`config.mk`:
```
export PLATFORM = sky130hd
export DESIGN_NAME = rom_boot_loader
export DESIGN_NICKNAME = d
export VERILOG_FILES = /design/src/rtl/rom_boot_loader.sv
export SDC_FILE = /design/constraint.sdc
export NUM_CORES = 1
export LEC_CHECK = 0
export CORE_MARGIN = 5
export CORE_UTILIZATION = 40
export DETAILED_ROUTE_END_ITERATION = 10
export GPL_ROUTABILITY_DRIVEN = 0
export PLACE_DENSITY = 0.61
export SLEW_MARGIN = 30
export SYNTH_ARGS = -nofsm -noshare
export SYNTH_HDL_FRONTEND = slang
export SYNTH_SLANG_ARGS = --single-unit
```
`constraint.sdc`:
```
create_clock -name clk_sys -period 3 [get_ports clk_sys]
set_clock_uncertainty 0.2 [all_clocks]
set_input_delay 0.6 -clock clk_sys [delete_from_list [all_inputs] [get_ports clk_sys]]
set_output_delay 0.6 -clock clk_sys [all_outputs]
set_load 0.02 [all_outputs]
```
`src/rtl/rom_boot_loader.sv`:
```
// ROM download bridge: maps ioctl ROM bytes to SDRAM banks, queues them in a small FIFO,
// issues each write with a req/ack handshake and holds the machine in reset around the load.
module rom_boot_loader #(
  parameter int FIFO_AW     = 2,
  parameter int HOLD_CYCLES = 1024
) (
  input  logic        clk_sys,
  input  logic        reset,
  input  logic        ioctl_download,
  input  logic [7:0]  ioctl_index,
  input  logic        ioctl_wr,
  input  logic [24:0] ioctl_addr,
  input  logic [7:0]  ioctl_dout,
  output logic        boot_wr,
  output logic [22:0] boot_a,
  output logic [7:0]  boot_dout,
  input  logic        boot_ack,
  output logic        cpu_reset,
  output logic [2:0]  rom_valid,
  output logic        overflow,
  output logic        busy
);

  localparam int DEPTH = 1 << FIFO_AW;
  localparam int HW    = $clog2(HOLD_CYCLES + 1);

  typedef enum logic [1:0] {IDLE, LOAD, DRAIN, HOLD} state_t;

  state_t            state_reg, state_next;
  logic [HW-1:0]     hold_reg, hold_next;
  logic [2:0]        rom_valid_reg, rom_valid_next;
  logic              overflow_reg, overflow_next;
  logic              rom_load_reg;
  logic              cpu_reset_reg;

  logic [FIFO_AW-1:0] wr_ptr_reg, rd_ptr_reg;
  logic [FIFO_AW:0]   count_reg, count_next, remain;
  logic [FIFO_AW-1:0] head_idx;

  logic [22:0] mem_addr [DEPTH];
  logic [7:0]  mem_data [DEPTH];

  logic        boot_wr_reg;
  logic [22:0] boot_a_reg;
  logic [7:0]  boot_dout_reg;

  logic        rom_load, rom_load_rise;
  logic [8:0]  bank;
  logic [2:0]  slot_hot;
  logic        mapped, byte_ok, full, push, pop, drop, load_out;

  assign rom_load      = ioctl_download & (ioctl_index == 8'd0);
  assign rom_load_rise = rom_load & ~rom_load_reg;

  always_comb begin
    bank     = 9'h000;
    slot_hot = 3'b000;
    case (ioctl_addr[24:14])
      11'd0: begin bank = 9'h000; slot_hot = 3'b001; end
      11'd1: begin bank = 9'h100; slot_hot = 3'b010; end
      11'd2: begin bank = 9'h107; slot_hot = 3'b100; end
      default: ;
    endcase
  end

  assign mapped  = |slot_hot;
  assign byte_ok = ioctl_wr & rom_load & mapped & (state_reg != DRAIN);
  assign full    = (count_reg == (FIFO_AW + 1)'(DEPTH));
  // The presented entry stays in the FIFO until acknowledged, so boot_wr implies count > 0.
  assign pop     = boot_wr_reg & boot_ack;
  assign push    = byte_ok & (~full | pop);
  assign drop    = byte_ok & full & ~pop;

  always_comb begin
    count_next = count_reg;
    case ({push, pop})
      2'b10:   count_next = count_reg + (FIFO_AW + 1)'(1);
      2'b01:   count_next = count_reg - (FIFO_AW + 1)'(1);
      default: count_next = count_reg;
    endcase
  end

  // Entries already in the FIFO after this cycle's pop; bytes pushed this cycle are not yet eligible.
  assign remain   = count_reg - {{FIFO_AW{1'b0}}, pop};
  assign head_idx = pop ? rd_ptr_reg + FIFO_AW'(1) : rd_ptr_reg;
  assign load_out = ~boot_wr_reg | pop;

  always_ff @(posedge clk_sys) begin
    if (push) begin
      mem_addr[wr_ptr_reg] <= {bank, ioctl_addr[13:0]};
      mem_data[wr_ptr_reg] <= ioctl_dout;
    end
  end

  always_ff @(posedge clk_sys) begin
    if (reset) begin
      boot_wr_reg   <= 1'b0;
      boot_a_reg    <= 23'd0;
      boot_dout_reg <= 8'd0;
    end else if (load_out) begin
      boot_wr_reg <= (remain != '0);
      if (remain != '0) begin
        boot_a_reg    <= mem_addr[head_idx];
        boot_dout_reg <= mem_data[head_idx];
      end
    end
  end

  always_ff @(posedge clk_sys) begin
    if (reset) begin
      wr_ptr_reg <= '0;
      rd_ptr_reg <= '0;
      count_reg  <= '0;
    end else begin
      if (push) wr_ptr_reg <= wr_ptr_reg + FIFO_AW'(1);
      if (pop)  rd_ptr_reg <= rd_ptr_reg + FIFO_AW'(1);
      count_reg <= count_next;
    end
  end

  always_comb begin
    state_next     = state_reg;
    hold_next      = hold_reg;
    rom_valid_next = rom_valid_reg;
    overflow_next  = overflow_reg;
    case (state_reg)
      IDLE: begin
        if (rom_load_rise) begin
          state_next     = LOAD;
          rom_valid_next = 3'b000;
          overflow_next  = 1'b0;
        end
      end
      LOAD: begin
        if (!rom_load) state_next = DRAIN;
      end
      DRAIN: begin
        if (count_reg == '0 && !boot_wr_reg) begin
          state_next = HOLD;
          hold_next  = HW'(HOLD_CYCLES - 1);
        end
      end
      HOLD: begin
        // A new ROM download restarts loading but keeps the slots already received.
        if (rom_load_rise)        state_next = LOAD;
        else if (hold_reg == '0)  state_next = IDLE;
        else                      hold_next  = hold_reg - HW'(1);
      end
      default: state_next = IDLE;
    endcase
    if (push) rom_valid_next = rom_valid_next | slot_hot;
    if (drop) overflow_next  = 1'b1;
  end

  always_ff @(posedge clk_sys) begin
    if (reset) begin
      state_reg     <= IDLE;
      hold_reg      <= '0;
      rom_valid_reg <= 3'b000;
      overflow_reg  <= 1'b0;
      rom_load_reg  <= 1'b0;
      cpu_reset_reg <= 1'b0;
    end else begin
      state_reg     <= state_next;
      hold_reg      <= hold_next;
      rom_valid_reg <= rom_valid_next;
      overflow_reg  <= overflow_next;
      rom_load_reg  <= rom_load;
      cpu_reset_reg <= (state_reg != IDLE);
    end
  end

  assign boot_wr   = boot_wr_reg;
  assign boot_a    = boot_a_reg;
  assign boot_dout = boot_dout_reg;
  assign cpu_reset = cpu_reset_reg;
  assign rom_valid = rom_valid_reg;
  assign overflow  = overflow_reg;
  assign busy      = (state_reg != IDLE);

endmodule

```
* Word level (Yosys, flattened, before mapping)
Memories as Yosys holds them, arrays and structs flattened. A register that Yosys moved wholly into a read port is not among the register bits.
Index checks and enable logic that the tools add are counted.
** Storage, ports and cells
- Memories kept :: 2
- Output and inout port bits :: 38
- Register bits :: 27
- Memory bits (writable) :: 124
** Cells by class
- Eq/ne operators :: 15
- Bitwise operators :: 16
- Add/sub/neg operators :: 6
- Muxes and demuxes :: 22
- Reduce and logical (&&, ||, !) cells :: 18
** Memory list
- mem_addr :: words 4, width 23, rd ports 1, clocked after Yosys merged registers in 1, write ports 1, line 40 : logic [22:0] mem_addr [DEPTH];
- mem_data :: words 4, width 8, rd ports 1, clocked after Yosys merged registers in 1, write ports 1, line 41 : logic [7:0] mem_data [DEPTH];
** Operators by type and width (number)
- 2-to-1 mux 11 bit :: 3
- logical NOT 11 bit :: 2
- case mux 11 bit (2 select lines) :: 1
- case mux 9 bit (2 select lines) :: 1
- 2-to-1 mux 2 bit :: 6
- inequality test 2 bit, second input constant :: 6
- == test 11 x 1 -> 1 bit, second input constant :: 1
- == test 11 x 2 -> 1 bit, second input constant :: 1
- subtractor 11 x 1 -> 11 bit, second input constant :: 1
- nonzero test 2 bit :: 5
- AND 1 bit :: 9
- 2-to-1 mux 3 bit :: 3
- case mux 3 bit (3 select lines) :: 1
- logical NOT 8 bit :: 1
- case mux 2 bit (4 select lines) :: 1
- AND reduction 4 bit :: 2
- == test 2 bit, second input constant :: 3
- case mux 3 bit (2 select lines) :: 1
- 2-to-1 mux 1 bit :: 5
- adder 2 x 1 -> 2 bit, second input constant :: 2
- == test 2 x 1 -> 1 bit, second input constant :: 2
- inverter 1 bit :: 4
- AND reduction 2 bit :: 2
- adder 3 x 1 -> 3 bit, second input constant :: 1
- other kinds (12) :: 13

* Logic depth before layout (Yosys ltp)
- Word-level depth :: 9
- Mapped depth :: 11

* Worst setup path before layout
Ideal clock, no wire load.
- Path kind :: input to register
- Start point :: input ioctl_addr[20]
- End point :: register count_reg[2]
- Buffers on the path :: 1
- Stages :: 10
- Arrival :: 2869 ps
- Setup time :: 71 ps
- Path slack :: -140 ps
- Data required time :: 2729 ps
- Cells stage by stage :: or4_4 > nor4_1 > and4_1 > buf_2 > inv_1 > ha_1 > fa_1 > xnor2_1 > or3_1 > a21oi_1
** On the way
- Longest elaborated chain between the ends :: 8
** RTL lines
- from (decl) :: line 12 : input logic [24:0] ioctl_addr,
- == test 11 x 2 -> 1 bit (tied with other cells) :: line 58 : case (ioctl_addr[24:14])
- case mux 3 bit (3 select lines) (*) :: line 58
- OR reduction 3 bit (*) :: line 66 : assign mapped = |slot_hot;
- AND 1 bit (*) (2 in a row) :: line 67 : assign byte_ok = ioctl_wr & rom_load & mapped & (state_reg != DRAIN);
- AND 1 bit (*) :: line 71 : assign push = byte_ok & (~full | pop);
- == test 2 x 1 -> 1 bit or == test 2 bit (tied branches) :: line 76 : case ({push, pop})
- case mux 3 bit (2 select lines) or nonzero test 2 bit (tied branches)
- to (signal assigned) :: line 117 : count_reg <= count_next;
- to (decl) :: line 37 : logic [FIFO_AW:0] count_reg, count_next, remain;
Mark *: on every way between the ends. The rest lies on a longest branch, timed or not.
A chain may end at the register's enable or synchronous reset.

* Worst setup path after layout
- Start point :: input ioctl_index[7]
- End point :: register count_reg[2]
** On the way
- Longest elaborated chain between the ends :: 8
** RTL lines
- from (decl) :: line 10 : input logic [7:0] ioctl_index,
- logical NOT 8 bit (*) :: line 52 : assign rom_load = ioctl_download & (ioctl_index == 8'd0);
- AND 1 bit (*) :: line 52
- AND 1 bit (*) (3 in a row) :: line 67
- AND 1 bit (*) :: line 71
- == test 2 x 1 -> 1 bit or == test 2 bit (tied branches) :: line 76
- case mux 3 bit (2 select lines) or nonzero test 2 bit (tied branches)
Marks and branches as above.

==> impl_metrics.ini <==
[drt]
drtIter0Drc = 255
vias = 3554
drc = 0
routed_wl_um = 11970
ant_nets = 0
wl_per_cell_um = 17.60
vias_per_cell = 5.226
drtPass1Iterations = 4

[critical_path]
arrival_ns = 3.03
path_class = input pin to flop
worst_setup_path_end_kind = flop
crit_fanout = 2
critPathLaunchType = input pin
critPathRequiredTime_ns = 3.13
r2r_cells = 11

[power_and_ir_drop]
ir_drop_uv = 407.8
p_leak_uw = 0.002799
p_per_area_mw_per_mm2 = 783.7
power_uw = 6078

[die]
io-pin-count = 84
rows = 44
die_h_um = 131.5
initial_core_util_pct = 40.76
core_mm2 = 0.01448
die_x_um = 131.5
die_area_mm2 = 0.01728

[clocking]
max-clock-path-buffers = 2
numCtsBuffers = 17
clock-sinks = 147
cts.reportedPaths.clkPinSlew_ns = 0.06
clk_root_buffer_cell = clkbuf_16
insertion_delay_ns = 0.42
htree_num_levels = 4
cts_tree = built
cts_hold_buf = 0

[timing]
hold_ws_ns = 0.2623
period_share_pct = 96.61
slew_headroom_pct = 64.17
hold_violations = 0
period_minus_slack_ns = 2.898
tightest_slew_ns = 0.5357
finalMaxSlewViolations = 0
tns_ns = 0
setup-violations-final = 0
fmax_ghz = 0.3450
rsz0062_at_grt = false

[synth]
synth-xor-area-share_pct = 1.187
synth-edff-count = 96
yosys.area_share.simple_pct = 9.158
synth_top_family_by_area = multiplexers
syn_inst = 377
avgSynthCellArea_um2 = 15.65
ys_warn_count = 0
yosys.area_share.adder_pct = 2.883
synthDistinctLibCells = 55
synth_ff_type = edfxtp_1
synth_compound_area_share_pct = 7.738
synth_area_mm2 = 0.005902
synth_seq_area_share_pct = 66.14
yosys-mux-area-fraction_pct = 9.625
synthArstFlopShare_pct = 0
ys_ff_latch = 147

[run_status]
outcome = finished clean

[hold_path]
hp-class = flop to flop
hold_depth = 2

[cells_and_area]
final_core_util_pct = 53.57
final_common_cell = edfxtp_1
stdcell_count = 680
mostFrequentLayoutCells = edfxtp_1 (96), clkdlybuf4s50_1 (71), dfxtp_1 (51)
insertedDiodeCount = 0
largest_reg_flops = 64
area_growth_syn_to_layout_pct = 31.42
drive_gt1_share_pct = 18.55
nNetsFinal = 543

[global_route]
grt_pass1_wl_um = 19660
grt_usage_pct = 14.43
antenna_found_initial = 0
grt_pass1_vias = 3748
grt_max_degree = 25
grt_overflow = 0

[placed_design]
dp.cells = 648
dp_hpwl_um = 7787
io_buffers = 78

[job]
drv_cap = 0
-- repair_timing --
item | 4_1_cts | 5_1_grt
gates resized for setup | 8 | 6
pin swaps | 9 | 7
setup endpoints to repair | 1 | 1
buffers inserted | 1 | 0
-- synth_stat cells (7+ instances only) --
cell type  instances  area [um2]
a22o_1            25       219.0
nor2_1            24       90.09
mux4_2            22       495.5
edfxtp_1          96        2883
nand2_1            7       26.28
ha_1              12       150.1
buf_4              7       52.55
clkbuf_1          11       41.29
inv_1             12       45.04
a21oi_1           10       50.05
dfxtp_1           51        1021
-- cells by family after synthesis --
logic type	after synthesis
XOR/XNOR	8
buffers and inverters	35
flip-flops	147
multiplexers	26
AO/OA/AOI/OAI	58
other	1
AND/OR/NAND/NOR	89
adder cells (fa/ha/maj)	13
-- power by group --
part | switching (uW) | total, uW | internal (uW) | leakage (uW)
combinational | 804 | 1610 | 810 | 0.00124
clock | 740 | 1990 | 1250 | 0.000273
sequential | 155 | 2470 | 2320 | 0.00129
-- layer usage --
layer / vias to the layer above / wire length [um] / track usage (%)
met5: - / 0 / 0
met4: 0 / 142 / 4.457
met3: 12 / 539 / 4.855
met2: 81 / 6082 / 24.01
met1: 1768 / 5201 / 17.90
li1: 1693 / - / -
-- worst max-delay path, cell delays in order --
cell	delay, ns
clkdlybuf4s15_1	0.19
or4_4	0.56
nor4_4	0.27
and4_1	0.25
inv_2	0.05
ha_4	0.16
fa_2	0.35
xnor2_2	0.15
or3_1	0.31
a21oi_1	0.14
-- worst paths after layout --
check	startpoint	to	slack (ns)
setup / recovery	ioctl_index[7]	count_reg[2]	0.10
hold / removal	rom_valid[0]	rom_valid[0]	0.26
setup reg to reg	state_reg[0]	count_reg[2]	0.16
hold reg to reg	rom_valid[0]	rom_valid[0]	0.26
-- cell type report --
class	count	area [um2]
clock buffers	24	471.7
well taps	184	230.2
inverters	12	45.04
repair buffers	107	1115
flip-flops and latches	147	3904
clock inverters	7	82.58
fillers	1186	6723
multi-input cells	199	1908
-- through the flow --
stage / worst slack (ns) / cell area (um2)
after global placement: -0.4343 / 7154
after floorplan: -0.04077 / 5928
after detailed placement: -0.4968 / 7154
after CTS: 0.01184 / 7732
after global routing: 0.02403 / 7756
final: 0.1016 / 7756
Note: power is estimated with default switching activity, not from simulation.
==> edit, RTL diff (same flow settings) <==
`FIFO_AW`: 2 -> 3.
--- a/src/rtl/rom_boot_loader.sv
+++ b/src/rtl/rom_boot_loader.sv
@@ -2,5 +2,5 @@
 // issues each write with a req/ack handshake and holds the machine in reset around the load.
 module rom_boot_loader #(
-  parameter int FIFO_AW     = 2,
+  parameter int FIFO_AW     = 3,
   parameter int HOLD_CYCLES = 1024
 ) (
Formal check against the unedited RTL: not equivalent (Yosys sat finds a counterexample within 10 cycles, from zero or initial values and one cycle with reset high).
==> edit against the original RTL <==
Cell area rose by 59%; largest cell class unchanged; worst setup slack improved by 0.15 ns; via count rose by 61%; area after synthesis rose by 66%; register-to-register slack improved by 0.10 ns; synthesized cell count rose by 62%; worst hold slack improved by 0.026 ns; total power rose by 46%; fmax rose by 5.5%; die area rose by 60%; count of clock-buffer cells in the layout rose by 7; sequential cell count rose by 99; routed wire length rose by 73%.
==> edit: results (changes against the original RTL) <==
- Comb_multi_in: 325 (was 199)
- Critical path startpoint: state_reg[0] (was ioctl_index[7])
- Non-clock buffering overhead: 11.2% (was 14.4%)
- Hold Startpoint: rom_valid[1] (was rom_valid[0])
- Met2 usage: 26.4% (was 24.0%)
- Top delay family on crit path: buffers and inverters (was simple AND/OR/NAND/NOR gates)
- Slowest-stage cell, CP: clkdlybuf4s50_1 (was or4_4)
- First-pass GRT wire length: 33000 um (was 19700 um)
- Nets: 796 (was 543)
- Synth Area in Compound Gates: 8.02% (was 7.74%)
- Worst vdd ir: 448 uV (was 408 uV)
- Outcome: finished clean (unchanged)
- Area Overhead vs Synth: 26.2% (was 31.4%)
- Worst r2r dst: hold_reg[7] (was count_reg[2])
- Layout cell share with drive strength beyond 1: 18.1% (was 18.5%)
- Max reg flops: 128 (was 64)
- Worst setup endpoint: busy (was count_reg[2])
- Uppermost layer routed: met5 (was met4)
- Adder-cell share of the synthesized area: 1.61% (was 2.88%)
- Netlist cell types: 60 (was 55)
- Pre-Repair DR Iteration Count: 5 (was 4)
- Fmax achieved: 364 MHz (was 345 MHz)
- Arrival @ worst endpoint: 1.95 ns (was 3.03 ns)
- Clock-cell share: 6.69% (was 7.15%)
- Critical path fanouts, max: 5 (was 2)
- Met2 wire length: 10800 um (was 6080 um)
- R2r worst-path depth: 7 (was 11)
- Post-synthesis sequential area ratio: 70.0% (was 66.1%)
- Seq_cells: 246 (was 147)
- Xor and xnor fraction of the mapped netlist area: 0.550% (was 1.19%)
- Vias in the first global route: 6008 (was 3748)
- Num CTS Buffers: 25 (was 17)
- Post-CTS setup buffers: 0 (was 1)
- Largest cells by area after synthesis: edfxtp_1 (59%), dfxtp_1 (11%), mux4_2 (5.5%) (was edfxtp_1 (49%), dfxtp_1 (17%), mux4_2 (8.4%))
- DRT Wirelength: 20700 um (was 12000 um)
- Number of synthesized flops with an enable pin: 192 (was 96)
- Maximum root-to-sink buffer count: 3 (was 2)
edit: worst register-to-register path, cell delays in order, from the launching register on:
cell     delay [ns]
dfxtp_1        0.31
inv_1          0.12
ha_1           0.25
or4b_1         0.56
or4_4          0.48
a41oi_4        0.40
o31ai_1        0.14
a31oi_1        0.20
edit: through the flow:
| step | hold slack [ns] | std cells | total power (W) | setup TNS, ns |
|---|---|---|---|---|
| 2_1_floorplan | 0.262 | 614 | 0.00507 | -23.26 |
| 3_3_place_gp | 0.264 | 1035 | 0.00585 | -37.44 |
| 3_5_place_dp | 0.282 | 1035 | 0.00589 | -45.93 |
| 4_1_cts | 0.296 | 1081 | 0.00902 | 0 |
| 5_1_grt | 0.329 | 1081 | 0.00928 | 0 |
| 6_report | 0.289 | 1081 | 0.00889 | 0 |
edit: report_power, final:
group / internal, W / leakage (nW) / switching [W]
sequential: 0.00385 / 2.16 / 0.000140
clock: 0.00188 / 0.407 / 0.00122
combinational: 0.000911 / 1.88 / 0.000892
